`config.mk`:
```
export PLATFORM = sky130hd
export DESIGN_NAME = seq_player
export DESIGN_NICKNAME = d
export VERILOG_FILES = /design/src/rtl/seq_player.sv
export SDC_FILE = /design/constraint.sdc
export NUM_CORES = 1
export LEC_CHECK = 0
export CORE_UTILIZATION = 63
export DETAILED_ROUTE_END_ITERATION = 10
export PLACE_DENSITY = 0.87
export SYNTH_ARGS = -nofsm -noshare
export SYNTH_HDL_FRONTEND = slang
export SYNTH_SLANG_ARGS = --single-unit
```
`constraint.sdc`:
```
create_clock -name CLOCK -period 5.5 [get_ports CLOCK]
set_input_delay 1.65 -clock CLOCK [delete_from_list [all_inputs] [get_ports CLOCK]]
set_output_delay 1.65 -clock CLOCK [all_outputs]
set_load 0.05 [all_outputs]
```
`src/rtl/seq_player.sv`:
```
// seq_player: Genius sequence generator and LED playback stage.
// Fills a colour memory from a Galois LFSR, then flashes the first `round` colours on one-hot LEDs.
module seq_player #(
    parameter int          MAX_ROUND  = 16,
    parameter int          ON_CYCLES  = 25000000,
    parameter int          OFF_CYCLES = 12500000,
    parameter logic [15:0] DEF_SEED   = 16'hACE1
) (
    input  logic                           CLOCK,
    input  logic                           reset,
    input  logic                           R1,
    input  logic                           E1,
    input  logic                           E3,
    input  logic [15:0]                    seed_in,
    input  logic [$clog2(MAX_ROUND)-1:0]   exp_idx,
    output logic [1:0]                     exp_color,
    output logic [3:0]                     leds,
    output logic                           end_FPGA,
    output logic                           win,
    output logic [$clog2(MAX_ROUND+1)-1:0] round,
    output logic                           busy
);
    localparam int IW   = $clog2(MAX_ROUND);
    localparam int RW   = $clog2(MAX_ROUND + 1);
    localparam int TMAX = (ON_CYCLES > OFF_CYCLES) ? ON_CYCLES : OFF_CYCLES;
    localparam int TW   = $clog2(TMAX + 1);

    localparam logic [TW-1:0] ON_LAST   = TW'(ON_CYCLES - 1);
    localparam logic [TW-1:0] OFF_LAST  = TW'(OFF_CYCLES - 1);
    localparam logic [IW-1:0] GEN_LAST  = IW'(MAX_ROUND - 1);
    localparam logic [IW:0]   MEM_DEPTH = (IW + 1)'(MAX_ROUND);
    localparam logic [RW-1:0] ROUND_MAX = RW'(MAX_ROUND);
    localparam logic [RW-1:0] ROUND_ONE = RW'(1);

    typedef enum logic [2:0] {S_IDLE, S_GEN, S_ON, S_OFF, S_DONE} state_t;

    state_t        state_reg, state_next;
    logic [TW-1:0] timer_reg, timer_next;
    logic [IW-1:0] idx_reg, idx_next;
    logic [IW-1:0] gen_idx_reg, gen_idx_next;
    logic [15:0]   lfsr_reg, lfsr_next, lfsr_step;
    logic [3:0]    leds_reg, leds_next;
    logic          end_reg, end_next;
    logic          busy_reg, busy_next;
    logic [RW-1:0] round_reg, round_next;
    logic          e3_reg;

    logic [1:0]    mem [MAX_ROUND];
    logic          mem_we;
    logic [IW-1:0] idx_inc;
    logic [3:0]    led_first, led_following;
    logic          e3_rise, play_last;

    assign idx_inc   = idx_reg + IW'(1);
    assign e3_rise   = E3 & ~e3_reg;
    assign play_last = (RW'(idx_reg) == (round_reg - ROUND_ONE));
    assign lfsr_step = {1'b0, lfsr_reg[15:1]} ^ (lfsr_reg[0] ? 16'hB400 : 16'h0000);

    // One-hot decode of the first colour and of the colour that follows the current one.
    genvar gi;
    generate
        for (gi = 0; gi < 4; gi++) begin : g_dec
            assign led_first[gi]     = (mem[0] == 2'(gi));
            assign led_following[gi] = (mem[idx_inc] == 2'(gi));
        end
    endgenerate

    // Colour memory has no reset: contents are only meaningful after a generation pass.
    always_ff @(posedge CLOCK) begin
        if (mem_we) begin
            mem[gen_idx_reg] <= lfsr_reg[1:0];
        end
    end

    always_comb begin
        exp_color = 2'b00;
        if ({1'b0, exp_idx} < MEM_DEPTH) begin
            exp_color = mem[exp_idx];
        end
    end

    always_ff @(posedge CLOCK or negedge reset) begin
        if (!reset) begin
            state_reg   <= S_IDLE;
            timer_reg   <= '0;
            idx_reg     <= '0;
            gen_idx_reg <= '0;
            lfsr_reg    <= DEF_SEED;
            leds_reg    <= '0;
            end_reg     <= 1'b0;
            busy_reg    <= 1'b0;
            round_reg   <= ROUND_ONE;
            e3_reg      <= 1'b0;
        end else begin
            state_reg   <= state_next;
            timer_reg   <= timer_next;
            idx_reg     <= idx_next;
            gen_idx_reg <= gen_idx_next;
            lfsr_reg    <= lfsr_next;
            leds_reg    <= leds_next;
            end_reg     <= end_next;
            busy_reg    <= busy_next;
            round_reg   <= round_next;
            e3_reg      <= E3;
        end
    end

    always_comb begin
        state_next   = state_reg;
        timer_next   = timer_reg;
        idx_next     = idx_reg;
        gen_idx_next = gen_idx_reg;
        lfsr_next    = lfsr_reg;
        leds_next    = leds_reg;
        end_next     = end_reg;
        busy_next    = busy_reg;
        round_next   = round_reg;
        mem_we       = 1'b0;

        if (R1) begin
            state_next   = S_GEN;
            timer_next   = '0;
            gen_idx_next = '0;
            round_next   = ROUND_ONE;
            lfsr_next    = (seed_in == 16'h0000) ? DEF_SEED : seed_in;
            leds_next    = 4'b0000;
            end_next     = 1'b0;
            busy_next    = 1'b1;
        end else begin
            if (e3_rise && (state_reg != S_GEN) && (round_reg != ROUND_MAX)) begin
                round_next = round_reg + ROUND_ONE;
            end
            case (state_reg)
                S_GEN: begin
                    mem_we       = 1'b1;
                    lfsr_next    = lfsr_step;
                    gen_idx_next = gen_idx_reg + IW'(1);
                    if (gen_idx_reg == GEN_LAST) begin
                        state_next = S_IDLE;
                        busy_next  = 1'b0;
                    end
                end
                S_IDLE: begin
                    if (E1 && !busy_reg) begin
                        state_next = S_ON;
                        idx_next   = '0;
                        timer_next = '0;
                        leds_next  = led_first;
                    end
                end
                S_ON: begin
                    if (!E1) begin
                        state_next = S_IDLE;
                        timer_next = '0;
                        leds_next  = 4'b0000;
                    end else if (timer_reg == ON_LAST) begin
                        state_next = S_OFF;
                        timer_next = '0;
                        leds_next  = 4'b0000;
                    end else begin
                        timer_next = timer_reg + TW'(1);
                    end
                end
                S_OFF: begin
                    if (!E1) begin
                        state_next = S_IDLE;
                        timer_next = '0;
                    end else if (timer_reg == OFF_LAST) begin
                        timer_next = '0;
                        if (play_last) begin
                            state_next = S_DONE;
                            end_next   = 1'b1;
                        end else begin
                            state_next = S_ON;
                            idx_next   = idx_inc;
                            leds_next  = led_following;
                        end
                    end else begin
                        timer_next = timer_reg + TW'(1);
                    end
                end
                S_DONE: begin
                    if (!E1) begin
                        state_next = S_IDLE;
                        end_next   = 1'b0;
                    end
                end
                default: begin
                    state_next = S_IDLE;
                    timer_next = '0;
                    leds_next  = 4'b0000;
                    end_next   = 1'b0;
                end
            endcase
        end
    end

    assign leds     = leds_reg;
    assign end_FPGA = end_reg;
    assign busy     = busy_reg;
    assign round    = round_reg;
    assign win      = (round_reg == ROUND_MAX);

endmodule

```
==> results of run 1 <==
==> cell usage after synthesis (4+ instances only) <==
cell type | n | area [um^2]
mux4_2 | 18 | 405
nor2_1 | 47 | 176
xnor2_1 | 17 | 149
and3_1 | 14 | 87.6
nor3_1 | 5 | 25.0
mux2_2 | 8 | 90.1
nand2b_1 | 8 | 50.1
nand2_1 | 39 | 146
o21ai_0 | 13 | 65.1
a31oi_1 | 7 | 43.8
ha_1 | 8 | 100
nor4_1 | 9 | 56.3
edfxtp_1 | 32 | 961
dfrtp_1 | 55 | 1380
inv_1 | 10 | 37.5
o22a_1 | 8 | 70.1
nand3_1 | 11 | 55.1
dfstp_2 | 9 | 236
mux2i_1 | 15 | 150
and2_1 | 6 | 37.5
nand3b_1 | 4 | 30.0
clkbuf_1 | 18 | 67.6
xor2_1 | 16 | 140
a21oi_1 | 12 | 60.1
buf_2 | 4 | 20.0
nand4_1 | 12 | 75.1
nor3b_1 | 5 | 37.5
==> critical path, delay by kind of cell <==
kind     cells  cell delay (ns)
mux          2             1.01
buf+inv      3             0.86
==> kinds of logic after synthesis <==
| group | Yosys count | share of synthesized area |
|---|---|---|
| adder cells (fa/ha/maj) | 8 | 0.0193 |
| buffers and inverters | 33 | 0.0249 |
| XOR/XNOR | 33 | 0.0558 |
| multiplexers | 41 | 0.125 |
| AO/OA/AOI/OAI | 66 | 0.0914 |
| flip-flops | 96 | 0.497 |
| AND/OR/NAND/NOR | 182 | 0.187 |
==> how the worst min path moves through the flow <==
stage	start	to	slack, ns	cells after the start
floorplan	timer_reg[6]	timer_reg[6]	0.48	1
global placement	leds[2]	leds[2]	0.51	1
detailed placement	leds[3]	leds[3]	0.51	1
CTS	leds[3]	leds[3]	0.53	1
global route	leds[3]	leds[3]	0.54	1
finish	leds[3]	leds[3]	0.53	1
==> per-layer routing <==
layer  vias up  share of wire  global-route usage
li1       1761              -                   -
met1      1851           0.43               0.393
met2       158           0.48               0.435
met3        17          0.070              0.0534
met4         0          0.015              0.0744
met5         -              0                   0
==> report_power, final <==
group	switching [mW]	leakage [nW]	internal (mW)	total (mW)
clock network	0.245	0.0929	0.212	0.457
registers	0.0962	1.12	0.849	0.945
logic	0.336	1.03	0.261	0.597
total	0.678	2.25	1.32	2.00
==> per-stage QoR <==
stage	cells	util	power, mW	setup slack (ns)
3_3_place_gp	581	0.717	1.52	0.382
5_1_grt	597	0.742	2.11	0.285
3_5_place_dp	581	0.717	1.55	0.313
6_report	597	0.742	2.00	0.328
4_1_cts	597	0.742	2.00	0.303
2_1_floorplan	459	-	1.38	0.597
==> cell usage in the layout (no fill, tap or decap), drive strengths merged, types with 14 or more instances in the layout <==
master,count
dfrtp,55
nor2,48
edfxtp,32
xnor2,17
xor2,16
clkdlybuf4s50,35
o21ai,14
mux2i,15
and3,14
nand2,39
mux4,18
==> layout make-up <==
| class | count | area (um^2) | share of cell area |
|---|---|---|---|
| Timing Repair Buffer | 43 | 408 | 0.0701 |
| Multi-Input combinational cell | 330 | 2480 | 0.426 |
| Sequential cell | 96 | 2570 | 0.442 |
| Tap cell | 102 | 128 | 0.0219 |
| Clock inverter | 6 | 67.6 | 0.0116 |
| Inverter | 10 | 37.5 | 0.00645 |
| Clock buffer | 10 | 128 | 0.0219 |
==> results.md, run 1 <==
* Layout area overhead at 12.4%
* Setup violators final at 0
* Largest net degree at the start of global routing at 47
* Min Hold Slack at 0.530 ns
* Peak VDD IR at 0.000237 V
* Layout cells sized above 1 at 0.135
* DRT Pass-1 Iters at 5
* Hold WC Path Type: flop to flop
* Critical-path cell list: clkdlybuf4s50_1, buf_4, mux4_2, mux4_2, buf_4
* Critical path class: input port to output pin
* Max_slew headroom at 0.335
* Synth warn at 0
* Worst slew pin tran at 0.983 ns
* Unique masters post-synth at 56
* Async S/R FF share, synth at 0.667
* Critical Path RT at 3.85 ns
* Clk slew on worst S/H paths at 0.09 ns
* Fill count at 566
* R2R Setup Slk at 2.73 ns
* Die ar. at 0.00858 mm^2
* Reg2reg start: timer_reg[7]
* Final wirelength at 10800 um
* Critical Path End: exp_color[0]
* CP max stage cell: mux4_2
* Worst EP arrival at 3.52 ns
* Port-buffer cells at 38
* Crit-path max cell delay at about 0.53 ns
* Syn Area/Cell at between 10 and 15 um^2
* F_max at 0.193 GHz
* Initial antenna violation count at 0
* GR Overflow Total at 0
* CTS tree: done
* First-pass GRT wire length at 18200 um
* Critical Path Start: exp_idx[1]
* GRT Total Usage at 0.275
* Design Area, Final at between 0.005 and 0.006 mm^2
* Final hold violations at 0
* Number of global-route vias before repair at 3713
* Post-DP Area at 0.00563 mm^2
* Reg-to-reg endpoint: timer_reg[9]
* TNS Setup at 0 ns
* P_leak at 2.25 nW
* Largest register FFs at 32
* Num CTS Buffers at 9
* Post-Syn Area at 0.00518 mm^2
* Post-DP HPWL at 7900 um
* PD cells at 344 mW/mm^2
* Setup crit start kind: input port
* I/O pin cnt at 39
* Number of synthesized register bits at 96
* PostCTS Resize Cnt at 0
* Via density at 6.34
* H-tree depth at 3
* First DRT Iteration DRCs at 271
* Core area at 0.00785 mm^2
* RSZ-0062 raised after global routing: false
* DRC viols at 0
* Critical Path Sink Type: output pin
* Layout Nets at 523
* Clk sink count at 96
* Final slew viol count at 0
* Setup bufs post-CTS at 0
* Tmin final at just over 5 ns
* CTS max path bufs at 2
* Antenna cells at 0
* Chip width at between 90 and 100 um
* Main synth FF type: dfrtp_1
* Tcrit/Tclk final at 0.940
* R2R depth at 7
* Status: completed
* Initial core utilization at 0.660
* WL/cell at roughly 18 um
* Syn_nets at between 400 and 500
* GPL Wtd Cong at 0.850
* Register area share after synthesis at 0.497
* Number of synthesized flops with an enable pin at 32
* Vias at 3787
* ANT nets after route at 0
* Max-cap violations at 0
* Crit path max fanout at 8
* Root buffer cell: clkbuf_8
* Rows at 32
* Clock latency on the worst-skew pair at 0.36 ns
* Syn Inst Count at 459
* Final Skew at about 0.018 ns
* Hold buffer count at CTS at 0
* Die height at 92.6 um
No activity file was read; power rests on OpenSTA's default activity.
==> run 2, diff against run 1 <==
- CORE_ASPECT_RATIO: unset -> 1.25
- clock period: 5.5 -> 6.5 ns (I/O delays scaled with it)
==> results.md, run 2 (synthesis results as in run 1) <==
* Status: completed
* Fin cells at 589 (-1.3%)
* GR Overflow Total at 0 (unchanged)
* Critical Path RT at 4.55 ns (+0.70 ns)
* PostCTS Resize Cnt at 0 (unchanged)
* Final Skew at 0.0117 ns (-0.00667 ns)
* Crit-path max cell delay at 0.80 ns (+0.27 ns)
* Commonest non-fill, non-tap cells in the layout: dfrtp_1, nor2_1, nand2_1, clkdlybuf4s50_1, edfxtp_1
* DRC viols at 0 (unchanged)
* DRT Pass-1 Iters at 4 (-1)
* Largest net degree at the start of global routing at 65 (+38%)
* Rows at 36 (+13%)
* Initial core utilization at 0.657 (-0.00293)
* Most common cell after layout, fill and taps aside: dfrtp_1
* Via density at 6.27 (-1.2%)
* F_max at 0.167 GHz
* Number of global-route vias before repair at 3654 (-1.6%)
* Antenna cells at 0 (unchanged)
* GRT Total Usage at 0.262 (-0.0124)
* Hold WC Path Type: flop to flop
* CTS max path bufs at 2 (unchanged)
* CTS tree: done
* R2R Setup Slk at 3.78 ns (+1.05 ns)
* Post-DP HPWL at 7900 um (about the same)
* Worst EP arrival at 4.02 ns (+0.50 ns)
* Critical-path cell list: clkdlybuf4s50_1, mux4_2, mux4_2, buf_4
* Min Hold Slack at 0.515 ns (-0.0148 ns)
* GPL Wtd Cong at 0.943 (+11%)
* Num CTS Buffers at 9 (unchanged)
* Worst slew pin tran at 0.931 ns (-0.0519 ns)
* Setup violators final at 0 (unchanged)
* RSZ-0062 raised after global routing: false
* TNS Setup at 0 ns (unchanged)
* Tmin final at 5.97 ns
* Crit path buffers/inverters at 2 (-1)
* Critical Path Sink Type: output pin
* Tcrit/Tclk final at 0.919
* Final wirelength at 10800 um (about the same)
* Layout Nets at 522 (-0.19%)
* Setup bufs post-CTS at 0 (unchanged)
* Initial antenna violation count at 0 (unchanged)
* Port-buffer cells at 38 (unchanged)
* Kind of cell adding the most delay to the critical path: multiplexers
* PD cells at 302 mW/mm^2 (-12%)
* Largest register FFs at 32 (unchanged)
* Crit path top cell by count: mux4_2
* Crit path max fanout at 8 (unchanged)
* Peak VDD IR at 0.000215 V (-9.2%)
* Die ar. at 0.00858 mm^2 (about the same)
* Setup crit start kind: input port
* Max-cap violations at 0 (unchanged)
* Fill count at 529 (-6.5%)
* Fin util at 0.742 (about the same)
* I/O pin cnt at 39 (unchanged)
* Hold buffer count at CTS at 0 (unchanged)
* CP max stage cell: clkdlybuf4s50_1
* P_leak at 2.27 nW (+0.86%)
* First-pass GRT wire length at 17500 um (-3.6%)
* Vias at 3691 (-2.5%)
* ANT nets after route at 0 (unchanged)
* Clk sink count at 96 (unchanged)
* Clock latency on the worst-skew pair at 0.37 ns (about the same)
* Chip width at 83.1 um (-10%)
* WL/cell at 18.4 um (+1.3%)
* Layout area overhead at 13.1%
* Root buffer cell: clkbuf_8
* H-tree depth at 3 (unchanged)
* First DRT Iteration DRCs at 220 (-19%)
* Max_slew headroom at 0.370 (+0.0351)
* Critical path class: input port to output pin
* Die height at 103 um (+12%)
* Final hold violations at 0 (unchanged)
* Core area at 0.00788 mm^2 (+0.45%)
* Layout cells sized above 1 at 0.134 (-0.00175)
* Clk slew on worst S/H paths at 0.08 ns (about the same)
* # placed instances at 573 (-1.4%)
* Final slew viol count at 0 (unchanged)
-- run 2: changes by cell type in the layout (fill, tap and decap cells not counted), sizes merged --
| cell | previous run | this run |
|---|---|---|
| buf | 8 | 7 |
| clkinv | 2 | 1 |
| bufinv | 1 | 3 |
| clkinvlp | 2 | 1 |
-- run 2: path summary, 6_finish.rpt --
| kind | endpoint | depth (start not counted) | from |
|---|---|---|---|
| setup / recovery | exp_color[1] | 4 | exp_idx[1] |
| hold / removal | leds[2] | 1 | leds[2] |
| setup reg to reg | timer_reg[19] | 6 | state_reg[2] |
| hold reg to reg | leds[2] | 1 | leds[2] |
| max in group asynchronous | lfsr_reg[8] | 2 | reset |
| min in group asynchronous | end_FPGA | 2 | reset |
-- run 2: power by group --
part           switching [mW]  internal [mW]
Clock                   0.209          0.258
Combinational           0.278          0.220
Sequential             0.0815          0.718
-- run 2: layout make-up --
cell class,instances,area (um^2),area share
Clock buffer,10,128,0.0218
Clock inverter,6,115,0.0197
Inverter,10,37.5,0.00641
Multi-Input combinational cell,330,2480,0.424
Sequential cell,96,2570,0.440
Tap cell,95,119,0.0203
Timing Repair Buffer,42,400,0.0684
-- run 2: metal layers --
layer / routed length, um / track usage
met5: 0 / 0
met4: 319 / 0.141
met3: 425 / 0.0429
met1: 4290 / 0.315
met2: 5810 / 0.463
-- run 2: worst reg2reg max path, delay by kind of cell (launching register included) --
family,cells,cell delay [ns]
compound gates,1,0.60
flops,1,0.52
xor+xnor,1,0.14
simple gates,4,1.32
-- run 2: through the flow --
stage | setup WS, ns | instance area (um^2) | power (mW)
after floorplan | 0.997 | 5180 | 1.17
after global placement | 0.595 | 5610 | 1.28
after detailed placement | 0.522 | 5610 | 1.31
after CTS | 0.520 | 5850 | 1.77
after global routing | 0.455 | 5850 | 1.84
final | 0.528 | 5850 | 1.76
